[config.mk]
export PLATFORM = sky130hd
export DESIGN_NAME = uart_pkt_rx
export DESIGN_NICKNAME = d
export VERILOG_FILES = /design/src/rtl/uart_pkt_rx.sv
export SDC_FILE = /design/constraint.sdc
export NUM_CORES = 1
export LEC_CHECK = 0
export ABC_CLOCK_PERIOD_IN_PS = 1550
export BUFFER_PORTS_ARGS = -buffer_cell sky130_fd_sc_hd__buf_4
export CAP_MARGIN = 20
export CORE_MARGIN = 3
export CORE_UTILIZATION = 35
export DETAILED_ROUTE_END_ITERATION = 10
export GPL_TIMING_DRIVEN = 0
export PLACE_DENSITY = 0.65
export SYNTH_ARGS = -nofsm -noshare
export SYNTH_HDL_FRONTEND = slang
export SYNTH_SLANG_ARGS = --single-unit
[constraint.sdc]
create_clock -name clk80MHz -period 1.55 [get_ports clk80MHz]
set_input_delay 0.2325 -clock clk80MHz [delete_from_list [all_inputs] [get_ports clk80MHz]]
set_output_delay 0.2325 -clock clk80MHz [all_outputs]
set_load 0.01 [all_outputs]
[src/rtl/uart_pkt_rx.sv]
// Packet receiver for an RS-485 UART link: collects PKT_BYTES framed bytes after a
// start pulse, streaming each byte out with a write strobe and flagging success or abort.
module uart_pkt_rx #(
    parameter int unsigned CLK_DIV      = 16,
    parameter int unsigned PKT_BYTES    = 20,
    parameter bit          PARITY_EN    = 1'b0,
    parameter int unsigned TIMEOUT_BITS = 64,
    localparam int unsigned AW = (PKT_BYTES > 1) ? $clog2(PKT_BYTES) : 1
) (
    input  logic          clk80MHz,
    input  logic          rst,
    input  logic          start,
    input  logic          UART_RX,
    output logic          UART_dRX,
    output logic [7:0]    rx_data,
    output logic [AW-1:0] rx_addr,
    output logic          rx_we,
    output logic          ValRX,
    output logic          err,
    output logic [1:0]    err_code,
    output logic          busy
);

    localparam int unsigned TW     = $clog2(CLK_DIV);
    localparam int unsigned TO_LIM = TIMEOUT_BITS * CLK_DIV;
    localparam int unsigned TOW    = (TO_LIM > 1) ? $clog2(TO_LIM) : 1;

    localparam logic [TW-1:0]  HALF_M1 = TW'(CLK_DIV / 2 - 1);
    localparam logic [TW-1:0]  FULL_M1 = TW'(CLK_DIV - 1);
    localparam logic [TOW-1:0] TO_LAST = TOW'(TO_LIM - 1);
    localparam logic [AW-1:0]  LAST_IX = AW'(PKT_BYTES - 1);

    typedef enum logic [2:0] {
        IDLE, WAIT_START, START, DATA, PARITY, STOP, DONE
    } state_t;

    state_t         state, state_nx;
    logic           rx_s1, rx_s2, rx_prev;
    logic [TW-1:0]  timer;
    logic [2:0]     bit_idx;
    logic [7:0]     shreg;
    logic [AW-1:0]  cnt;
    logic [TOW-1:0] to_cnt;

    logic           tick, store, abort, accept, restart_timer, to_clr;
    logic [1:0]     abort_code;

    always_comb begin
        state_nx      = state;
        tick          = 1'b0;
        store         = 1'b0;
        abort         = 1'b0;
        abort_code    = 2'b00;
        accept        = 1'b0;
        restart_timer = 1'b0;
        to_clr        = 1'b0;

        case (state)
            START:              tick = (timer == HALF_M1);
            DATA, PARITY, STOP: tick = (timer == FULL_M1);
            default:            tick = 1'b0;
        endcase

        case (state)
            IDLE: begin
                if (start) begin
                    accept   = 1'b1;
                    to_clr   = 1'b1;
                    state_nx = WAIT_START;
                end
            end
            WAIT_START: begin
                if (to_cnt == TO_LAST) begin
                    abort      = 1'b1;
                    abort_code = 2'b11;
                end else if (rx_prev && !rx_s2) begin
                    restart_timer = 1'b1;
                    state_nx      = START;
                end
            end
            START: begin
                if (tick) begin
                    if (rx_s2) begin
                        to_clr   = 1'b1;
                        state_nx = WAIT_START;
                    end else begin
                        state_nx = DATA;
                    end
                end
            end
            DATA: begin
                if (tick && bit_idx == 3'd7)
                    state_nx = PARITY_EN ? PARITY : STOP;
            end
            PARITY: begin
                if (tick) begin
                    if ((^shreg) ^ rx_s2) begin
                        abort      = 1'b1;
                        abort_code = 2'b10;
                    end else begin
                        state_nx = STOP;
                    end
                end
            end
            STOP: begin
                if (tick) begin
                    if (!rx_s2) begin
                        abort      = 1'b1;
                        abort_code = 2'b01;
                    end else begin
                        store  = 1'b1;
                        to_clr = 1'b1;
                        state_nx = (cnt == LAST_IX) ? DONE : WAIT_START;
                    end
                end
            end
            DONE:    state_nx = IDLE;
            default: state_nx = IDLE;
        endcase

        if (abort)
            state_nx = IDLE;
    end

    always_ff @(posedge clk80MHz) begin
        if (rst) begin
            state    <= IDLE;
            rx_s1    <= 1'b1;
            rx_s2    <= 1'b1;
            rx_prev  <= 1'b1;
            timer    <= '0;
            bit_idx  <= '0;
            shreg    <= '0;
            cnt      <= '0;
            to_cnt   <= '0;
            rx_data  <= '0;
            rx_addr  <= '0;
            rx_we    <= 1'b0;
            err      <= 1'b0;
            err_code <= 2'b00;
        end else begin
            state   <= state_nx;
            rx_s1   <= UART_RX;
            rx_s2   <= rx_s1;
            rx_prev <= rx_s2;

            // Timer free-runs outside bit states; every entry to START restarts it,
            // and each sample tick restarts it for the next bit.
            if (restart_timer || tick)
                timer <= '0;
            else
                timer <= timer + 1'b1;

            if (state != DATA)
                bit_idx <= '0;
            else if (tick)
                bit_idx <= bit_idx + 1'b1;

            if (state == DATA && tick)
                shreg <= {rx_s2, shreg[7:1]};

            if (to_clr)
                to_cnt <= '0;
            else if (state == WAIT_START)
                to_cnt <= to_cnt + 1'b1;

            if (accept)
                cnt <= '0;
            else if (store)
                cnt <= cnt + 1'b1;

            rx_we <= store;
            if (store) begin
                rx_data <= shreg;
                rx_addr <= cnt;
            end

            err <= abort;
            if (accept)
                err_code <= 2'b00;
            else if (abort)
                err_code <= abort_code;
        end
    end

    assign busy     = (state == WAIT_START) || (state == START) || (state == DATA) ||
                      (state == PARITY) || (state == STOP);
    assign UART_dRX = !busy;
    assign ValRX    = (state == DONE);

endmodule

# After elaboration in Yosys (flattened, before gate mapping)
# Index checks and enable logic that the tools add are counted.
# word_totals
register_bits	53
elab_cells	94
inputBits	4
output_inout_bits	20
# op_classes
addsub	4
mux	34
reduce_logical	20
eq_ne	21
n_bitwise	1
# ops
operator	count
two-way mux 3 bit	10
inequality test 2 bit (second input constant)	9
case mux 3 bit (6 select lines)	1
two-way mux 1 bit	15
equality test 3 bit (second input constant)	4
OR reduction 2 bit	6
adder 10 x 1 -> 10 bit (second input constant)	1
equality test 10 bit (second input constant)	1
AND reduction 9 bit	1
two-way mux 2 bit	4
XOR reduction 8 bit	1
equality test 3 x 2 -> 1 bit (second input constant)	2
case mux 2 bit (3 select lines)	1
adder 5 x 1 -> 5 bit (second input constant)	1
equality test 5 bit (second input constant)	1
logical OR 1 bit	5
adder 4 x 1 -> 4 bit (second input constant)	1
equality test 4 x 3 -> 1 bit (second input constant)	1
equality test 4 bit (second input constant)	1
case mux 1 bit (2 select lines)	2
adder 3 x 1 -> 3 bit (second input constant)	1
equality test 3 x 1 -> 1 bit (second input constant)	1
logical AND 1 bit	3
logical NOT 3 bit	1
other kinds (5)	6

# Depth between registers and ports, before layout
# logic_depth
word_depth	7
ltp_mapped	8
mapped_depth_nobuf	6

# Worst setup path before layout
# No wires, ideal clock.
# synth_timing
path_type	reg2reg
start	reg timer[0]
end	reg shreg[0]
setup_time_ns	0.128
slack_ns	-0.157
n_path_buf	1
required_time_ns	1.422
path_stages_with_launch	8
arrival_ns	1.579
synth_period_minus_slack_ns	1.707
cell_sequence	dfxtp_1 ha_1 and4b_1 a32o_1 and3_1 buf_4 mux2i_1 nor2_1
# synth_between
elab_chain_cells	3
elab_cells_between_ends	4
classes_between	eq/ne (2); mux (1); reduce/logical (1)
# synth_lines
item	line	source
start: declaration	39	logic [TW-1:0] timer;
start signal: assignment	152	timer <= timer + 1'b1;
equality test 4 bit / equality test 4 x 3 -> 1 bit (equally long branches)	60, 59	
case mux 1 bit (2 select lines) *	58	case (state)
logical AND 1 bit *	159	if (state == DATA && tick)
end signal: assignment	160	shreg <= {rx_s2, shreg[7:1]};
end: declaration	41	logic [7:0] shreg;
# Every way passes the cells marked *; elsewhere a longest branch is shown, timed or not.
# A chain may end at the register's enable or synchronous reset.

# Final worst setup path
# layout_timing
start	reg shreg[4]
end	reg err_code[1]
# layout_between
elab_chain_cells	5
elab_cells_between_ends	8
classes_between	mux (6); bitwise (1); reduce/logical (1)
# layout_lines
item	line	source
XOR reduction 8 bit *	97	if ((^shreg) ^ rx_s2) begin
bitwise XOR 1 bit *	97	
two-way mux 2 bit / two-way mux 1 bit (equally long branches)	97	
two-way mux 2 bit / two-way mux 1 bit (equally long branches)	96	if (tick) begin
case mux 2 bit (3 select lines) / case mux 1 bit (3 select lines) (equally long branches)	64	case (state)
end signal: assignment	182	err_code <= abort_code;
end: declaration	20	output logic [1:0] err_code,
# Marked as above.

==> flow_metrics.env <==
export IMPL_outcome="finished with violations"
export IMPL_violations="negative setup slack"
export IMPL_dp_final_hpwl_mm=3.28
export IMPL_die_area_um2=7880
export IMPL_reg2reg_setup_slack_ns=-0.17
export IMPL_synth_main_ff_cell="dfxtp_1"
export IMPL_max_stage_delay_ns=0.46
export IMPL_yosysUniqueCellTypes=47
export IMPL_grt_pass1_wl_mm=8.02
export IMPL_synthTopCellsByArea="dfxtp_1, nand2_1, nor2_1"
export IMPL_grt_max_degree=18
export IMPL_timing_critical_path_buf_inv=0
export IMPL_synth_edf_count=0
export IMPL_crit_path_start_kind="flip-flop"
export IMPL_gr_total_overflow=0
export IMPL_path_cells="xnor2_2 -> xnor3_1 -> mux2i_4 -> or2_1 -> a31oi_1"
export IMPL_p_leak_nw=1.26
export IMPL_detail_route_vias_per_cell=4.99
export IMPL_setup_viol=18
export IMPL_grt_pass1_vias=1740
export IMPL_totalWireLength_mm=5.28
export IMPL_slew_headroom_pct=63.1
export IMPL_fin_ws_ns=-0.175
export IMPL_hold_ws_ns=0.0909
export IMPL_start_util_pct=36.9
export IMPL_powerDensity_nw_per_um2=1080
export IMPL_synth_top_cell_by_area="dfxtp_1"
export IMPL_crit_family="XOR/XNOR gates"
export IMPL_rsz0062_at_grt="true"
export IMPL_area_delta_synth_final_pct=36.9
export IMPL_min_period_ns=1.72
export IMPL_ys_top_cells_by_count="dfxtp_1, nand2_1, nor2_1"
export IMPL_synth_top_cell_area_share_pct=44.2
export IMPL_rows=29
export IMPL_worstSkewPairLatency_ns=0.32
export IMPL_synthCells=268
export IMPL_synth_seq_area_share_pct=44.2
export IMPL_gp_congestion=0.811
export IMPL_worst_pin_slew_ns=0.548
export IMPL_numCtsBuffers=5
export IMPL_h_tree_depth=2
export IMPL_synth_most_common_cell="dfxtp_1"
export IMPL_drc=0
export IMPL_irDropWorstVdd_mv=0.882
export IMPL_synth_async_reset_ratio_pct=0
export IMPL_cts_buffer_depth=2
export IMPL_io_buffers=22
export IMPL_first_pass_iters=4
export IMPL_synth_area_um2=2400
export IMPL_finalCritPeriodShare_pct=111
export IMPL_cts_tree="done"
export IMPL_clock_sinks=53
export IMPL_hold_path_class="input port to flip-flop"
export IMPL_max_freq_ghz=0.580
export IMPL_fin_tns_setup_ns=-1.10
export IMPL_first_iter_violations=77
export IMPL_seq_area_um2=1080
export IMPL_synth_area_per_cell_um2=8.95
export IMPL_critPathRequiredTime_ns=1.79
export IMPL_synth_fp_nets=277
export IMPL_diodes=0
export IMPL_chipWidth_um=88.8
export IMPL_crit_path_end_kind="flip-flop"
export IMPL_design_area_um2=3280
export IMPL_ctsHoldBuffers=0
export IMPL_path_max_fanout=6
export IMPL_synth_seq_cells=53
export IMPL_postPlaceCellArea_um2=2690
export IMPL_nFillCells=559
export IMPL_critPathKind="flip-flop to flip-flop"
export IMPL_cap_violations=0
export IMPL_ys_warn_count=0
export IMPL_hold_violations=0
export IMPL_finClkSkew_ns=0.0118
export IMPL_ios=24
export IMPL_coreArea_um2=6490
export IMPL_slew_viol_final=0
export IMPL_die_h_um=88.8
export IMPL_cts_root_buf="clkbuf_8"
export IMPL_slowest_stage="xnor3_1"
export IMPL_drive_above_1_share_pct=38.8
export IMPL_antenna_found_initial=0
export IMPL_wl_per_cell_um=13.2
export IMPL_cp_arrival_ns=1.97
export IMPL_clk_pin_slew_worst_paths_ns=0.10
export IMPL_dp_slack_ns=-0.215
export IMPL_ant_nets=0
export IMPL_multiInputGateArea_um2=1480
export IMPL_grtUsageTotal_pct=13.1
export IMPL_num_nets_final=330
export IMPL_vias=1993
routing by layer:
layer	share of wire (%)	vias to the layer above	global-route usage (%)
met1	47	940	17.3
li1	-	1012	-
met4	1.8	0	5.36
met3	3.8	9	2.98
met2	47	32	20.5
met5	0	-	0
flip-flops by register name (all words and copies together) (netlist names):
signal	flops
bit_idx	3
cnt	5
err	1
err_code	2
rx_addr	5
rx_data	8
rx_prev	1
rx_s1	1
rx_s2	1
rx_we	1
shreg	8
state	3
timer	4
to_cnt	10
layout by cell type, fill, tap and decap left out, types with 5 or more instances in the layout:
| master | instances |
|---|---|
| clkbuf_8 | 5 |
| a21oi_2 | 5 |
| xnor2_1 | 7 |
| dfxtp_1 | 40 |
| nand2_1 | 40 |
| dfxtp_2 | 10 |
| nand4_1 | 6 |
| buf_6 | 6 |
| a21oi_1 | 16 |
| buf_4 | 46 |
| xor2_1 | 9 |
| nor2_1 | 30 |
| mux2i_1 | 11 |
per-stage QoR:
stage | power [mW] | utilization [%] | instances
5_1_grt | 3.73 | 50.6 | 399
6_report | 3.55 | 50.6 | 399
2_1_floorplan | 2.03 | - | 268
4_1_cts | 3.36 | 45.6 | 382
3_3_place_gp | 2.20 | 41.5 | 367
3_5_place_dp | 2.21 | 41.5 | 367
cell type report:
cell class                 count  area share, %
sequential                    53           33.0
timing repair buffer          48           11.7
multi-input combinational    197           45.1
clock buffer                   5           2.10
inverter                       4          0.457
tap                           77           2.93
clock inverter                 3           1.33
buffer                        12           3.31
report_power, final:
| group | total [mW] | switching, mW | internal, mW |
|---|---|---|---|
| combinational | 1.10 | 0.541 | 0.554 |
| clock | 0.954 | 0.469 | 0.484 |
| sequential | 1.50 | 0.0759 | 1.42 |
| total | 3.55 | 1.09 | 2.46 |
timing repair:
| item | CTS | global route |
|---|---|---|
| gates resized for setup | 32 | 45 |
| setup endpoints to repair | 45 | 40 |
| gates cloned | 0 | 3 |
| pin swaps | 9 | 13 |
| buffers inserted | 9 | 14 |
worst reg2reg max path, stage by stage (launching register included):
cell,delay [ns]
dfxtp_4,0.37
xnor2_2,0.14
xnor3_1,0.46
mux2i_4,0.24
or2_1,0.28
a31oi_1,0.16
path summary, 6_finish.rpt:
path	from	to	depth (start not counted)
setup reg to reg	shreg[4]$_SDFFE_PP0P_	err_code[1]$_SDFFE_PP0P_	5
hold / removal	UART_RX	rx_s1$_SDFF_PP1_	2
setup / recovery	shreg[4]$_SDFFE_PP0P_	err_code[1]$_SDFFE_PP0P_	5
hold reg to reg	rx_s1$_SDFF_PP1_	rx_s2$_SDFF_PP1_	1
cells by family (layout without fill, tap and decap cells):
| logic type | Yosys count | in the layout | synth area share, % |
|---|---|---|---|
| adder cells (fa/ha/maj) | 5 | 5 | 2.61 |
| flip-flops | 53 | 53 | 44.2 |
| multiplexers | 12 | 12 | 5.53 |
| buffers and inverters | 18 | 72 | 3.49 |
| AND/OR/NAND/NOR | 123 | 123 | 25.8 |
| XOR/XNOR | 22 | 22 | 9.23 |
| AO/OA/AOI/OAI | 35 | 35 | 9.13 |
Note: power is estimated with default switching activity, not from simulation.
